**src/rtl/pio_fabric_pkg.sv**
```systemverilog
// Shared types and helpers for the host-to-PIO fabric and its address decoder.
package pio_fabric_pkg;

  // Transaction FSM: one request outstanding at a time.
  typedef enum logic [1:0] {
    ST_IDLE  = 2'd0,
    ST_ISSUE = 2'd1,
    ST_RESP  = 2'd2
  } state_t;

  // Response error flag values and the error counter ceiling.
  localparam logic        ERR_OK      = 1'b0;
  localparam logic        ERR_SET     = 1'b1;
  localparam logic [15:0] ERR_CNT_MAX = 16'hFFFF;

  // Width of a slave index; a single slave still needs one bit.
  function automatic int idx_w(input int n);
    return (n <= 1) ? 1 : $clog2(n);
  endfunction

endpackage

```
**src/rtl/pio_fabric_if.sv**
```systemverilog
// Host request/response and PIO fan-out bus of the fabric.
// The slave modport is the fabric's view; master is the view of whatever
// sits around it (host plus the PIO channels).
interface pio_fabric_if #(
  parameter int          AW         = 32,
  parameter int          DW         = 32,
  parameter int          NUM_SLAVES = 4,
  parameter int unsigned SLAVE_SIZE = 32'h0100_0000
);
  localparam int SAW = $clog2(SLAVE_SIZE);

  logic                     h_req_valid;
  logic                     h_req_ready;
  logic                     h_req_write;
  logic [AW-1:0]            h_req_addr;
  logic [DW-1:0]            h_req_wdata;
  logic                     h_rsp_valid;
  logic                     h_rsp_ready;
  logic [DW-1:0]            h_rsp_rdata;
  logic                     h_rsp_err;
  logic [NUM_SLAVES-1:0]    s_req_valid;
  logic                     s_req_write;
  logic [SAW-1:0]           s_req_addr;
  logic [DW-1:0]            s_req_wdata;
  logic [NUM_SLAVES-1:0]    s_ack;
  logic [NUM_SLAVES*DW-1:0] s_rdata;

  modport slave (
    input  h_req_valid, h_req_write, h_req_addr, h_req_wdata, h_rsp_ready,
           s_ack, s_rdata,
    output h_req_ready, h_rsp_valid, h_rsp_rdata, h_rsp_err,
           s_req_valid, s_req_write, s_req_addr, s_req_wdata
  );

  modport master (
    output h_req_valid, h_req_write, h_req_addr, h_req_wdata, h_rsp_ready,
           s_ack, s_rdata,
    input  h_req_ready, h_rsp_valid, h_rsp_rdata, h_rsp_err,
           s_req_valid, s_req_write, s_req_addr, s_req_wdata
  );

endinterface

```
**src/rtl/pio_addr_decode.sv**
```systemverilog
// Combinational window decoder: maps a byte address onto one of NUM_SLAVES
// equal power-of-two windows starting at HOST_BASE.
module pio_addr_decode
  import pio_fabric_pkg::*;
#(
  parameter int            AW         = 32,
  parameter logic [AW-1:0] HOST_BASE  = '0,
  parameter int            SAW        = 24,
  parameter int            NUM_SLAVES = 4,
  parameter int            IW         = idx_w(NUM_SLAVES)
) (
  input  logic [AW-1:0] i_addr,
  output logic          o_hit,
  output logic [IW-1:0] o_idx
);

  // Window number is (addr - base) >> SAW. Only the bits above SAW are
  // subtracted, with the borrow from the low part folded in; the extra top
  // bit is the sign of the full subtraction, so addresses below the base
  // and near the top of the space never wrap into a valid window.
  localparam int WW = AW - SAW + 1;

  logic          w_borrow;
  logic [WW-1:0] w_win;

  assign w_borrow = (i_addr[SAW-1:0] < HOST_BASE[SAW-1:0]);
  assign w_win    = {1'b0, i_addr[AW-1:SAW]} - {1'b0, HOST_BASE[AW-1:SAW]}
                  - {{(WW-1){1'b0}}, w_borrow};
  assign o_hit    = ~w_win[WW-1] && ({1'b0, w_win[WW-2:0]} < WW'(NUM_SLAVES));
  assign o_idx    = w_win[IW-1:0];

endmodule

```
**src/rtl/pio_fabric.sv**
```systemverilog
// Host-to-PIO bridge: decodes each host request to a slave window, runs a
// req/ack handshake with a timeout, and returns data plus an error flag.
module pio_fabric
  import pio_fabric_pkg::*;
#(
  parameter int            AW         = 32,
  parameter int            DW         = 32,
  parameter logic [AW-1:0] HOST_BASE  = '0,
  parameter int unsigned   SLAVE_SIZE = 32'h0100_0000,
  parameter int            NUM_SLAVES = 4,
  parameter int            TIMEOUT    = 255
) (
  input  logic        clk,
  input  logic        reset,
  pio_fabric_if.slave bus,
  output logic [15:0] err_count
);

  localparam int          SAW = $clog2(SLAVE_SIZE);
  localparam int          IW  = idx_w(NUM_SLAVES);
  localparam logic [15:0] TMO = 16'(TIMEOUT);

  logic                  w_hit;
  logic [IW-1:0]         w_idx;
  logic [NUM_SLAVES-1:0] w_onehot;
  logic                  w_ack;
  logic [DW-1:0]         w_sel_rdata;
  logic [15:0]           w_cnt_nxt;

  state_t                r_state;
  logic                  r_req_ready;
  logic [NUM_SLAVES-1:0] r_req_valid;
  logic                  r_req_write;
  logic [SAW-1:0]        r_req_addr;
  logic [DW-1:0]         r_req_wdata;
  logic                  r_rsp_valid;
  logic [DW-1:0]         r_rsp_rdata;
  logic                  r_rsp_err;
  logic [15:0]           r_cnt;
  logic [15:0]           r_err_count;

  pio_addr_decode #(
    .AW         (AW),
    .HOST_BASE  (HOST_BASE),
    .SAW        (SAW),
    .NUM_SLAVES (NUM_SLAVES),
    .IW         (IW)
  ) u_decode (
    .i_addr (bus.h_req_addr),
    .o_hit  (w_hit),
    .o_idx  (w_idx)
  );

  // One-hot slave select for a new request, and read data of the slave
  // currently being driven (the held one-hot valid doubles as the mux select).
  always_comb begin
    w_onehot    = '0;
    w_sel_rdata = '0;
    for (int i = 0; i < NUM_SLAVES; i++) begin
      if (w_idx == IW'(i))  w_onehot[i] = 1'b1;
      if (r_req_valid[i])   w_sel_rdata = bus.s_rdata[i*DW +: DW];
    end
  end

  // Only the selected slave's ack counts; others are masked off here.
  assign w_ack     = |(bus.s_ack & r_req_valid);
  assign w_cnt_nxt = r_cnt + 16'd1;

  // Transaction FSM with timeout counter, response registers and error counter.
  always_ff @(posedge clk or negedge reset) begin
    if (!reset) begin
      r_state     <= ST_IDLE;
      r_req_ready <= 1'b0;
      r_req_valid <= '0;
      r_req_write <= 1'b0;
      r_req_addr  <= '0;
      r_req_wdata <= '0;
      r_rsp_valid <= 1'b0;
      r_rsp_rdata <= '0;
      r_rsp_err   <= ERR_OK;
      r_cnt       <= '0;
      r_err_count <= '0;
    end else begin
      case (r_state)
        ST_IDLE: begin
          r_req_ready <= 1'b1;
          if (r_req_ready && bus.h_req_valid) begin
            r_req_ready <= 1'b0;
            r_cnt       <= '0;
            if (w_hit) begin
              r_state     <= ST_ISSUE;
              r_req_valid <= w_onehot;
              r_req_write <= bus.h_req_write;
              r_req_addr  <= bus.h_req_addr[SAW-1:0];
              r_req_wdata <= bus.h_req_wdata;
            end else begin
              // Unmapped: answer straight away, no slave sees the request.
              r_state     <= ST_RESP;
              r_rsp_valid <= 1'b1;
              r_rsp_err   <= ERR_SET;
              r_rsp_rdata <= '0;
            end
          end
        end
        ST_ISSUE: begin
          // Ack wins over a timeout landing in the same cycle.
          if (w_ack) begin
            r_state     <= ST_RESP;
            r_req_valid <= '0;
            r_rsp_valid <= 1'b1;
            r_rsp_err   <= ERR_OK;
            r_rsp_rdata <= r_req_write ? '0 : w_sel_rdata;
            r_cnt       <= '0;
          end else if (w_cnt_nxt >= TMO) begin
            r_state     <= ST_RESP;
            r_req_valid <= '0;
            r_rsp_valid <= 1'b1;
            r_rsp_err   <= ERR_SET;
            r_rsp_rdata <= '0;
            r_cnt       <= '0;
          end else begin
            r_cnt <= w_cnt_nxt;
          end
        end
        ST_RESP: begin
          if (bus.h_rsp_ready) begin
            r_state     <= ST_IDLE;
            r_req_ready <= 1'b1;
            r_rsp_valid <= 1'b0;
            r_rsp_err   <= ERR_OK;
            r_rsp_rdata <= '0;
            if (r_rsp_err && (r_err_count != ERR_CNT_MAX))
              r_err_count <= r_err_count + 16'd1;
          end
        end
        default: r_state <= ST_IDLE;
      endcase
    end
  end

  assign bus.h_req_ready = r_req_ready;
  assign bus.h_rsp_valid = r_rsp_valid;
  assign bus.h_rsp_rdata = r_rsp_rdata;
  assign bus.h_rsp_err   = r_rsp_err;
  assign bus.s_req_valid = r_req_valid;
  assign bus.s_req_write = r_req_write;
  assign bus.s_req_addr  = r_req_addr;
  assign bus.s_req_wdata = r_req_wdata;
  assign err_count       = r_err_count;

endmodule
```
**src/flat_wrapper.sv**
```systemverilog
// flat-port wrapper written by rule: the top's interface ports become plain ports
module pio_fabric_flat import pio_fabric_pkg::*;
#(
  parameter int            AW         = 32,
  parameter int            DW         = 32,
  parameter logic [AW-1:0] HOST_BASE  = '0,
  parameter int unsigned   SLAVE_SIZE = 32'h0100_0000,
  parameter int            NUM_SLAVES = 4,
  parameter int            TIMEOUT    = 255
)
  (clk, reset, err_count, bus_h_req_valid, bus_h_req_write, bus_h_req_addr, bus_h_req_wdata, bus_h_rsp_ready, bus_s_ack, bus_s_rdata, bus_h_req_ready, bus_h_rsp_valid, bus_h_rsp_rdata, bus_h_rsp_err, bus_s_req_valid, bus_s_req_write, bus_s_req_addr, bus_s_req_wdata);
  pio_fabric_if #(.AW(AW), .DW(DW), .NUM_SLAVES(NUM_SLAVES), .SLAVE_SIZE(SLAVE_SIZE)) bus_i ();
  input  logic clk;
  input  logic reset;
  output logic [15:0] err_count;
  input wire logic [$bits(bus_i.h_req_valid)-1:0] bus_h_req_valid;
  input wire logic [$bits(bus_i.h_req_write)-1:0] bus_h_req_write;
  input wire logic [$bits(bus_i.h_req_addr)-1:0] bus_h_req_addr;
  input wire logic [$bits(bus_i.h_req_wdata)-1:0] bus_h_req_wdata;
  input wire logic [$bits(bus_i.h_rsp_ready)-1:0] bus_h_rsp_ready;
  input wire logic [$bits(bus_i.s_ack)-1:0] bus_s_ack;
  input wire logic [$bits(bus_i.s_rdata)-1:0] bus_s_rdata;
  output wire logic [$bits(bus_i.h_req_ready)-1:0] bus_h_req_ready;
  output wire logic [$bits(bus_i.h_rsp_valid)-1:0] bus_h_rsp_valid;
  output wire logic [$bits(bus_i.h_rsp_rdata)-1:0] bus_h_rsp_rdata;
  output wire logic [$bits(bus_i.h_rsp_err)-1:0] bus_h_rsp_err;
  output wire logic [$bits(bus_i.s_req_valid)-1:0] bus_s_req_valid;
  output wire logic [$bits(bus_i.s_req_write)-1:0] bus_s_req_write;
  output wire logic [$bits(bus_i.s_req_addr)-1:0] bus_s_req_addr;
  output wire logic [$bits(bus_i.s_req_wdata)-1:0] bus_s_req_wdata;
  assign bus_i.h_req_valid = bus_h_req_valid;
  assign bus_i.h_req_write = bus_h_req_write;
  assign bus_i.h_req_addr = bus_h_req_addr;
  assign bus_i.h_req_wdata = bus_h_req_wdata;
  assign bus_i.h_rsp_ready = bus_h_rsp_ready;
  assign bus_i.s_ack = bus_s_ack;
  assign bus_i.s_rdata = bus_s_rdata;
  assign bus_h_req_ready = bus_i.h_req_ready;
  assign bus_h_rsp_valid = bus_i.h_rsp_valid;
  assign bus_h_rsp_rdata = bus_i.h_rsp_rdata;
  assign bus_h_rsp_err = bus_i.h_rsp_err;
  assign bus_s_req_valid = bus_i.s_req_valid;
  assign bus_s_req_write = bus_i.s_req_write;
  assign bus_s_req_addr = bus_i.s_req_addr;
  assign bus_s_req_wdata = bus_i.s_req_wdata;
  pio_fabric #(.AW(AW), .DW(DW), .HOST_BASE(HOST_BASE), .SLAVE_SIZE(SLAVE_SIZE), .NUM_SLAVES(NUM_SLAVES), .TIMEOUT(TIMEOUT)) u_core (.clk(clk), .reset(reset), .bus(bus_i), .err_count(err_count));
endmodule
```
**config.mk**
```make
export PLATFORM = sky130hd
export DESIGN_NAME = pio_fabric_flat
export DESIGN_NICKNAME = d
export VERILOG_FILES = /design/src/rtl/pio_fabric_pkg.sv /design/src/rtl/pio_fabric_if.sv /design/src/rtl/pio_addr_decode.sv /design/src/rtl/pio_fabric.sv /design/src/flat_wrapper.sv
export SDC_FILE = /design/constraint.sdc
export NUM_CORES = 1
export LEC_CHECK = 0
export CAP_MARGIN = 10
export CORE_UTILIZATION = 45
export CTS_BUF_LIST = sky130_fd_sc_hd__clkbuf_4 sky130_fd_sc_hd__clkbuf_8
export CTS_CLUSTER_DIAMETER = 50
export DETAILED_ROUTE_END_ITERATION = 6
export GPL_ROUTABILITY_DRIVEN = 0
export GPL_TIMING_DRIVEN = 0
export PLACE_DENSITY = 0.88
export SETUP_SLACK_MARGIN = 0.3
export SYNTH_ARGS = -nofsm -noshare
export SYNTH_HDL_FRONTEND = slang
export SYNTH_SLANG_ARGS = --single-unit
export TNS_END_PERCENT = 1
```
**constraint.sdc**
```tcl
create_clock -name clk -period 6.5 [get_ports clk]
set_clock_uncertainty 0.2 [all_clocks]
set_input_delay 0.975 -clock clk [delete_from_list [all_inputs] [get_ports clk]]
set_output_delay 0.975 -clock clk [all_outputs]
set_load 0.02 [all_outputs]
```
==> impl_results.md <==
* Final setup violation count at 0
* Area of the multi-input gates at 0.00286 mm2
* Run status: completed
* Fraction of final layout cells with drive strength greater than 1 at 11.5%
* Detail-routed via count per cell at 5.42
* Die width at 122 um
* TritonCTS Sinks at 130
* Die outline area at 0.0148 mm2
* Post-layout util at 73.8%
* Critical Path Source Type: input port
* Number of distinct library cells after synthesis at 52
* Number of primary I/O pins at 313
* Arrival time at the worst endpoint at 3.63 ns
* CP Cell Sequence: clkdlybuf4s50_1 -> a22o_1 -> a221oi_1 -> nand4_1 -> a311oi_1 -> buf_2 -> nand2_2 -> a32o_1
* First DRT Iteration DRCs at 437
* Fraction of synthesized cell area in xor and xnor cells at 2.72%
* Crit path setup slack, layout at 2.99 ns
* Detailed placement HPWL at 15.6 mm
* Hold violation total from the final report at 0
* Wire length of the first global-routing pass at 30.6 mm
* Clock tree from TritonCTS: yes
* Latest clock arrival within the worst-skew pair at 0.44 ns
* Antenna violations before repair at 2
* Largest net degree at the start of global routing at 72
* Net count reported at finish at 1150
* F_max at 285 MHz
* Effective utilization at floorplan at 46.3%
* Worst-path maximum fanout at 10
* Register cell area after layout at 0.00325 mm2
* Most common cell after layout, fill and taps aside: sky130_fd_sc_hd__clkdlybuf4s50_1
* Actual slew at the worst max-slew pin at 0.744 ns
* Vias in the first global route at 5879
* Synthesized-area fraction occupied by adder cells at 1.16%
* Commonest cells after routing, fill and taps aside: sky130_fd_sc_hd__clkdlybuf4s50_1, sky130_fd_sc_hd__dfrtp_1, sky130_fd_sc_hd__mux2_2
* Yosys synthesis warning count at 0
* Global Route Usage Sum at 27.5%
* Post-synthesis instance area at 0.00645 mm2
* Inserted Clock Buffers at 17
* Crit path buffers/inverters at 2
* Resized cells post-CTS at 0
* Dominant combinational cell family by area after synthesis: simple AND/OR/NAND/NOR gates
* Global Route met2 Usage at 47.3%
* Setup repair after global routing missed its margin: no
* Detailed-routing iteration count for the pre-antenna-repair pass at 5
* Count of fill cells added during filler insertion at 978
* Placed inst area at 0.00983 mm2
* Worst endpoint required time at 6.63 ns
* Placeable Area at 0.0139 mm2
* Number of nets with antenna violations after detailed routing at 0
* Max_slew headroom at 50.4%
* H-Tree Level Count at 4
* CP Capture Type: register
* Worst vdd rail ir drop at 237 uV
* DR WL/cell at 17.8 um
* Die height at 122 um
* Slowest stage delay, CP at 0.60 ns
* Clock buffer depth at 2
* Global-route track usage on met3 at 9.27%
* Clk slew on worst S/H paths at 0.08 ns
* Fraction of the mapped netlist area in compound gates at 14.7%
* Min Tclk post-route at 3.51 ns
* Max-slew violation total from the final report at 0
* Number of hold buffers added after CTS at 0
* Mapped Nets at 818
* CTS Root Cell: sky130_fd_sc_hd__clkbuf_8
* Syn_area_per_cell at 10.6 um2
* Area added between synthesis and finish at 59.4%
* Number of vias in the routed layout at 6163
* DRC violations left at 0
* Seq/Total Area, Yosys at 50.4%
* DRT Wirelength at 20.3 mm
* Post-CTS setup repair buffer count at 0
* Worst hold-check path type: in2async
* Number of cells produced by synthesis at 611
* Final design instance area without fill at 0.0103 mm2
* Proportion of register bits with asynchronous set or reset after synthesis at 100%
* Maxcap violations at 0
* Leakage at 0.00432 uW
* Number of enable flip-flop cells after synthesis at 0
* Area fraction in and, or, nand and nor cells after synthesis at 14.8%
* Pwr per Cell Area at 291 mW/mm2
* Cell at the slowest stage of the critical path: sky130_fd_sc_hd__a311oi_1
* Fraction of synthesized area in multiplexers at 11.0%
* Most heavily used metal layer in global routing: met2
* Overflow left after global routing at 0
* Worst Setup Path Type: in2reg
* Smallest hold slack at 0.285 ns
* Flip-flop and latch count after synthesis at 130
* Post-Place Worst Slack at 2.63 ns
* Cell family with most CP delay: compound AO/OA/AOI/OAI gates
* Post-synth top flop: sky130_fd_sc_hd__dfrtp_1
* Met1 usage in global routing at 30.6%
* Std cell rows at 43
* I/O Buffers at 312
* Ratio of final minimum period to clock period at 53.9%
-- cell families (layout without fill, tap and decap cells) --
kind of cell | Yosys count | count (layout)
AO/OA/AOI/OAI | 136 | 136
XOR/XNOR | 20 | 20
adder cells (fa/ha/maj) | 6 | 6
buffers and inverters | 84 | 429
flip-flops | 130 | 130
multiplexers | 63 | 63
other | 0 | 2
AND/OR/NAND/NOR | 172 | 172
-- worst register-to-register path: cells and delay by family (launching register included) --
kind,cells,cell delay (ns)
compound gates,3,1.45
buf+inv,2,0.55
simple gates,2,0.31
flops,1,0.41
-- per-layer routing --
layer / vias up / share of wire (%)
met2: 287 / 51
met5: - / 0
met3: 43 / 8.4
met4: 0 / 3.4
met1: 2943 / 38
li1: 2890 / -
-- synthesized netlist by cell type (3+ instances only) --
| cell | instances | area share, % |
|---|---|---|
| sky130_fd_sc_hd__a21oi_1 | 37 | 2.9 |
| sky130_fd_sc_hd__nor2_1 | 5 | 0.29 |
| sky130_fd_sc_hd__or3_1 | 3 | 0.29 |
| sky130_fd_sc_hd__clkbuf_1 | 32 | 1.9 |
| sky130_fd_sc_hd__a21o_1 | 3 | 0.35 |
| sky130_fd_sc_hd__nor4_1 | 4 | 0.39 |
| sky130_fd_sc_hd__o211ai_1 | 5 | 0.58 |
| sky130_fd_sc_hd__ha_1 | 6 | 1.2 |
| sky130_fd_sc_hd__nor3b_1 | 3 | 0.35 |
| sky130_fd_sc_hd__xor2_1 | 7 | 0.95 |
| sky130_fd_sc_hd__buf_1 | 3 | 0.17 |
| sky130_fd_sc_hd__dfrtp_1 | 130 | 50 |
| sky130_fd_sc_hd__nand3_1 | 15 | 1.2 |
| sky130_fd_sc_hd__o21ai_0 | 8 | 0.62 |
| sky130_fd_sc_hd__a221oi_1 | 33 | 4.5 |
| sky130_fd_sc_hd__inv_1 | 41 | 2.4 |
| sky130_fd_sc_hd__nor2b_1 | 33 | 3.2 |
| sky130_fd_sc_hd__buf_2 | 5 | 0.39 |
| sky130_fd_sc_hd__nor3_1 | 40 | 3.1 |
| sky130_fd_sc_hd__o22ai_1 | 33 | 3.2 |
| sky130_fd_sc_hd__xnor2_1 | 13 | 1.8 |
| sky130_fd_sc_hd__and3_1 | 3 | 0.29 |
| sky130_fd_sc_hd__and2_1 | 12 | 1.2 |
| sky130_fd_sc_hd__mux2_2 | 60 | 10 |
| sky130_fd_sc_hd__nand4_1 | 9 | 0.87 |
| sky130_fd_sc_hd__nand2_1 | 32 | 1.9 |
-- final timing paths --
check	depth (start not counted)	start	end	slack, ns
worst max-delay path	8	bus_s_ack[2]	u_core.bus.h_rsp_valid	2.99
worst min-delay path	1	reset	u_core.bus.h_rsp_rdata[19]	0.28
worst max register to register	7	u_core.bus.s_req_valid[1]	u_core.bus.h_rsp_valid	3.46
worst min register to register	1	u_core.err_count[10]	u_core.err_count[10]	0.30
max in group asynchronous	2	reset	u_core.bus.s_req_addr[5]	5.05
min in group clk	1	u_core.err_count[10]	u_core.err_count[10]	0.30
-- layout make-up --
| cell class | instances | area share (%) |
|---|---|---|
| Timing Repair Buffer | 313 | 30.7 |
| Antenna cell | 2 | 0.0487 |
| Sequential cell | 130 | 31.6 |
| Clock buffer | 20 | 2.62 |
| Inverter | 41 | 1.50 |
| Tap cell | 180 | 2.19 |
| Buffer | 43 | 1.78 |
| Clock inverter | 12 | 1.74 |
| Multi-Input combinational cell | 397 | 27.8 |
-- state kept, by name (all words and copies together) (netlist names) --
name,cells
u_core.bus.h_rsp_rdata,32
u_core.bus.s_req_wdata,32
u_core.bus.s_req_addr,24
u_core.err_count,16
u_core.r_cnt,16
u_core.bus.s_req_valid,4
u_core.r_state,2
u_core.bus.h_req_ready,1
u_core.bus.h_rsp_err,1
u_core.bus.h_rsp_valid,1
u_core.bus.s_req_write,1
-- where the power goes --
group          leakage (uW)  total, uW  switching (uW)  internal, uW
Sequential          0.00178        962            66.8           895
Combinational       0.00231       1250             676           579
Clock              0.000219        775             331           444
Total               0.00432       2990            1070          1920
-- stage by stage --
stage | instances | TNS (ns) | total power [uW]
CTS | 1136 | 0 | 3000
global placement | 1103 | -104.53 | 2200
detailed placement | 1104 | 0 | 2230
global route | 1138 | 0 | 3160
floorplan | 611 | 0 | 1710
finish | 1138 | 0 | 2990
No activity file was read; power rests on OpenSTA's default activity.
